[config.mk]
export PLATFORM = sky130hd
export DESIGN_NAME = if_prefetch_queue
export DESIGN_NICKNAME = d
export VERILOG_FILES = /design/src/rtl/if_prefetch_queue.sv
export SDC_FILE = /design/constraint.sdc
export NUM_CORES = 1
export LEC_CHECK = 0
export ABC_CLOCK_PERIOD_IN_PS = 6200
export BUFFER_PORTS_ARGS = -buffer_cell sky130_fd_sc_hd__buf_2
export CAP_MARGIN = 40
export CORE_ASPECT_RATIO = 1.4
export CORE_MARGIN = 2
export CORE_UTILIZATION = 35
export DETAILED_ROUTE_END_ITERATION = 12
export PLACE_DENSITY_LB_ADDON = 0.2
export SYNTH_ARGS = -nofsm -noshare
export SYNTH_HDL_FRONTEND = slang
export SYNTH_SLANG_ARGS = --single-unit
[constraint.sdc]
create_clock -name clk -period 6.2 [get_ports clk]
set_input_delay 0.93 -clock clk [delete_from_list [all_inputs] [get_ports clk]]
set_output_delay 0.93 -clock clk [all_outputs]
set_load 0.02 [all_outputs]
[src/rtl/if_prefetch_queue.sv]
// Instruction prefetch queue between fetch and decode.
// Buffers {pc, instruction} pairs in a circular buffer; a full queue backpressures
// fetch through in_ready, and a taken branch (flush) drops every buffered entry.
module if_prefetch_queue #(
  parameter int unsigned DEPTH  = 4,
  parameter int unsigned DATA_W = 32
) (
  input  logic                         clk,
  input  logic                         rst,
  input  logic                         in_valid,
  input  logic [DATA_W-1:0]            in_pc,
  input  logic [DATA_W-1:0]            in_instruction,
  output logic                         in_ready,
  output logic                         out_valid,
  output logic [DATA_W-1:0]            out_pc,
  output logic [DATA_W-1:0]            out_instruction,
  input  logic                         out_ready,
  input  logic                         flush,
  output logic [$clog2(DEPTH+1)-1:0]   count
);

  localparam int unsigned PtrW = $clog2(DEPTH);
  localparam int unsigned CntW = $clog2(DEPTH + 1);
  localparam logic [CntW-1:0] CntFull = CntW'(DEPTH);

  logic [DATA_W-1:0] pc_mem_q    [DEPTH];
  logic [DATA_W-1:0] instr_mem_q [DEPTH];

  logic [PtrW-1:0] wr_ptr_q, wr_ptr_d;
  logic [PtrW-1:0] rd_ptr_q, rd_ptr_d;
  logic [CntW-1:0] count_q, count_d;

  logic push, pop, mem_we;

  // Handshakes and output view; outputs depend only on registered state.
  always_comb begin
    in_ready        = (count_q != CntFull);
    out_valid       = (count_q != '0);
    push            = in_valid & in_ready;
    pop             = out_valid & out_ready;
    // A flushed or reset cycle must not leave a stale write behind.
    mem_we          = push & ~flush & ~rst;
    out_pc          = out_valid ? pc_mem_q[rd_ptr_q]    : '0;
    out_instruction = out_valid ? instr_mem_q[rd_ptr_q] : '0;
    count           = count_q;
  end

  // Pointer and occupancy next state; flush overrides any push/pop.
  always_comb begin
    wr_ptr_d = wr_ptr_q;
    rd_ptr_d = rd_ptr_q;
    count_d  = count_q;
    if (flush) begin
      wr_ptr_d = '0;
      rd_ptr_d = '0;
      count_d  = '0;
    end else begin
      if (push) wr_ptr_d = wr_ptr_q + PtrW'(1);
      if (pop)  rd_ptr_d = rd_ptr_q + PtrW'(1);
      unique case ({push, pop})
        2'b10:   count_d = count_q + CntW'(1);
        2'b01:   count_d = count_q - CntW'(1);
        default: count_d = count_q;
      endcase
    end
  end

  // State registers with synchronous reset.
  always_ff @(posedge clk) begin
    if (rst) begin
      wr_ptr_q <= '0;
      rd_ptr_q <= '0;
      count_q  <= '0;
    end else begin
      wr_ptr_q <= wr_ptr_d;
      rd_ptr_q <= rd_ptr_d;
      count_q  <= count_d;
    end
  end

  // Entry storage; contents are don't-care until written, so no reset.
  always_ff @(posedge clk) begin
    if (mem_we) begin
      pc_mem_q[wr_ptr_q]    <= in_pc;
      instr_mem_q[wr_ptr_q] <= in_instruction;
    end
  end

endmodule

After elaboration in Yosys (flattened, before gate mapping):

Memories as Yosys holds them, arrays and structs flattened. A register that Yosys moved wholly into a read port is not among the register bits.
Index checks and enable logic that the tools add are counted.

* muxes and demuxes: 9
* equality and inequality tests: 3
* bitwise operators: 6
* add/sub/neg operators: 4
* reduce and logical (&&, ||, !) cells: 3

Operator list (number)
* 32-bit 2-to-1 mux: 2
* 2-bit 2-to-1 mux: 4
* 3-bit case mux with 2 select lines: 1
* 2-bit by 1-bit adder with 2-bit output (second input constant): 2
* 1-bit bitwise AND: 4
* 3-bit by 1-bit adder with 3-bit output (second input constant): 1
* 3-bit inequality test (second input constant): 1
* 3-bit nonzero test: 1
* 3-bit by 1-bit subtractor with 3-bit output (second input constant): 1
* 2-bit by 1-bit == test with 1-bit output (second input constant): 1
* 2-bit == test (second input constant): 1
* 1-bit 2-to-1 mux: 2
* 1-bit NOT: 2
* 2-bit nonzero test: 1
* 2-bit OR reduction: 1

* memories: 2
* RAM bits: 256
* output and inout port bits: 69
* logic and storage cells: 30
* register bits after elaboration: 7

Memories
* instr_mem_q: words 4, width 32, read ports 1, clocked after Yosys merged registers in 1, write ports 1, RTL line 27 `logic [DATA_W-1:0] instr_mem_q [DEPTH];`
* pc_mem_q: words 4, width 32, read ports 1, clocked after Yosys merged registers in 1, write ports 1, RTL line 26 `logic [DATA_W-1:0] pc_mem_q [DEPTH];`

Longest topological paths before layout:

* depth after elaboration: 6
* mapped depth: 10
* depth with buffers taken out: 9

Least setup slack after synthesis:

Ideal clock, no wire load.

* path kind: register to register
* from: register count_q[2] (netlist: count[2])
* to: register count_q[2] (netlist: count[2])
* setup slack: 3602 ps
* required time: 6130 ps
* clock period less this slack: 2598 ps
* arrival time: 2528 ps
* stages on the path, launching flop included: 11
* path buffers: 1
* cell sequence: dfxtp_1 > or3b_4 > and2_4 > buf_6 > inv_1 > ha_1 > inv_1 > fa_1 > xor2_1 > or3_2 > a21oi_1

* longest elaborated chain between the ends: 4
* elaborated cells between the ends (all ways): 10

Ends and longest elaborated chain
* start: declaration: RTL line 31 `logic [CntW-1:0] count_q, count_d;`
* start signal: assignment: RTL line 77 `count_q <= count_d;`
* 3-bit inequality test *: RTL line 37 `in_ready = (count_q != CntFull);`
* named net in_ready: RTL line 13 `output logic in_ready,`
* 1-bit bitwise AND *: RTL line 39 `push = in_valid & in_ready;`
* 2-bit by 1-bit == test with 1-bit output or 2-bit == test (tied branches): RTL line 60 `unique case ({push, pop})`
* 3-bit case mux with 2 select lines or 2-bit nonzero test (tied branches)

Mark *: on every way through the listed nets, which the timed path passes. The rest lies on a longest branch.
A chain may end at the register's enable or synchronous reset.

==> flow_metrics.py <==
metrics = {
    "timing": {
        "fmax_mhz": 276.9,
        "worst_pin_slew_ns": 0.6901,
        "fin_skew_ns": 0.02021,
        "hold_ws_ns": 0.5085,
        "post-route-period-util_pct": 58.25,
        "relSlewSlack_pct": 53.99,
        "rsz0062_at_grt": "false",
        "finalHoldViolCount": 0,
        "min_period_ns": 3.611,
        "finalSetupViolCount": 0,
        "slew_viol_final": 0,
        "fin_tns_setup_ns": 0,
    },
    "clock_network": {
        "post_cts_buffers": 0,
        "cts_hold_buf": 0,
        "clock-root-buffer": "clkbuf_16",
        "clock_tree.buffer_depth": 3,
        "cts_buffers": 26,
        "cts_resized": 0,
        "clk_pin_slew_worst_paths_ns": 0.06,
        "cts_tree": "built",
        "clock_sinks": 265,
        "clk_latency_ns": 0.52,
        "htreeDepth": 1,
    },
    "yosys": {
        "synth_cells": 459,
        "ys_types": 27,
        "syn_avg_cell_area_sq_um": 22.28,
        "yosys.area.top_type": "edfxtp_1",
        "synth_area_leaders": "edfxtp_1 75%, mux4_2 11%, and2_1 3.9%",
        "synth_top_area_share_pct": 75.17,
        "yosysWarnings": 0,
        "ys_seq_area_share_pct": 76.93,
        "syn_area_sq_um": 10230,
        "synth_nets": 534,
        "ys_ff_latch": 265,
    },
    "floorplan": {
        "die_h_um": 206.3,
        "fp.dieW_um": 148.5,
        "ios": 138,
        "start_util_pct": 35.29,
        "dieArea_sq_um": 30620,
        "rows": 74,
        "core_area_sq_um": 28980,
    },
    "detailed_routing": {
        "dr.pass1.iters": 4,
        "via_per_inst": 4.809,
        "vias": 4852,
        "drtIter0Drc": 207,
        "drc": 0,
        "totalWireLength_mm": 19.86,
        "ant_nets": 0,
        "avgRoutedWirePerCell_um": 19.68,
    },
    "setup_path": {
        "crit_family": "buffers and inverters",
        "cp.required_ns": 5.27,
        "max_stage_delay_ns": 0.60,
        "slowest_stage": "mux4_1",
        "critical_path.max_fanout": 35,
        "end_kind": "output port",
        "worst_setup_path_start_kind": "flop",
        "cp_cell_sequence": "buf_16, buf_4, mux4_1, and2_1, buf_2",
        "worst-path-buf-inv": 3,
        "critical_path_class": "reg -> out",
        "cp.arrival_ns": 2.68,
    },
    "global_routing": {
        "antenna_found_initial": 2,
        "grt_pass1_vias": 5345,
        "grt_use_total_pct": 12.95,
        "grt_max_degree": 66,
        "grt-ovfl-total": 0,
        "grt_pass1_wl_mm": 30.29,
    },
    "finish": {
        "mostFrequentLayoutCell": "edfxtp_1",
        "drive_gt1_share_pct": 38.47,
        "fillers": 2533,
        "layout_common_cells": "256 x edfxtp_1, 137 x buf_2, 64 x and2_1",
        "area_growth_pct": 20.35,
        "final_nets": 684,
        "diodes": 0,
    },
    "place": {
        "hpwlAfterDp_mm": 11.81,
        "routabilityCongestion": 0.6600,
        "numPortBuffers": 137,
    },
    "run_status": {
        "run_status": "complete, no violations",
    },
    "power": {
        "max-vdd-ir-drop_mv": 0.1688,
        "power_leakage_nw": 4.220,
        "p_per_area_nw_per_um2": 306.3,
    },
    "job": {
        "maxCapViolations": 0,
    },
    "min_path": {
        "hp-class": "reg -> reg",
    },
}
-- report_power, final --
part | total [mW] | internal [mW] | switching, mW
Clock | 1.59 | 0.963 | 0.627
Combinational | 0.191 | 0.0754 | 0.116
Sequential | 1.99 | 1.98 | 0.00623
-- logic make-up after synthesis --
kind of cell,count (synthesis),share of synthesized area [%]
DFF,265,76.93
and+or+nand+nor,83,4.992
muxes,65,14.74
buffers and inverters,30,1.762
AOI/OAI and AO/OA,6,0.4282
adders and majority gates,6,0.8074
xor gates and xnor gates,4,0.3425
-- metal layers --
| metal | global-route usage [%] | wire (um) |
|---|---|---|
| met5 | 0 | 23 |
| met4 | 3.095 | 296 |
| met1 | 15.15 | 7863 |
| met2 | 23.96 | 10570 |
| met3 | 3.113 | 1107 |
-- cell usage after synthesis (all sizes together) --
library cell / n
ha: 5
a21oi: 2
or3b: 1
and3: 4
nand4: 1
o21ai: 1
buf: 14
edfxtp: 256
nor2: 7
xor2: 4
and2: 65
mux4: 64
or3: 2
dfxtp: 9
o311ai: 1
clkbuf: 9
mux2i: 1
o31ai: 2
inv: 7
nand2: 2
or2: 1
fa: 1
-- state kept, by name, indices dropped and copies added, names as in the netlist, named ones only --
signal and flops:
rd_ptr_q 2, pc_mem_q 128, wr_ptr_q 2, count 3, instr_mem_q 128
-- layout make-up --
class,instances,area (sq um),share of cell area (%)
flip-flops and latches,265,7875,63.98
multi-input cells,164,2196,17.84
inverters,7,26.28,0.2135
repair buffers,145,858.3,6.974
clock buffers,33,698.2,5.672
well taps,380,475.5,3.863
clock inverters,15,178.9,1.454
-- path summary, 6_finish.rpt --
kind / startpoint / endpoint / slack [ns] / depth (start not counted)
max reg2reg: count[2] / count[2] / 3.71 / 9
min: wr_ptr_q[0] / wr_ptr_q[0] / 0.51 / 2
max: flop / out_instruction[14] / 2.59 / 5
min reg2reg: wr_ptr_q[0] / wr_ptr_q[0] / 0.51 / 2
-- worst min-delay path: stages, from the launching register on --
cell and delay, ns:
dfxtp_1 0.34, nand2_1 0.07, mux2i_1 0.05
-- per-stage QoR --
step	std cells	setup WS (ns)	power (mW)	util, %	area [sq um]
2_1_floorplan	459	3.602	2.134	-	10230
3_5_place_dp	961	3.053	2.223	39.44	11430
3_3_place_gp	955	2.770	2.213	38.90	11270
6_report	1009	2.589	3.769	42.47	12310
5_1_grt	1009	2.369	3.914	42.47	12310
4_1_cts	1009	2.482	3.825	42.47	12310
(Power assumes the default switching activity.)
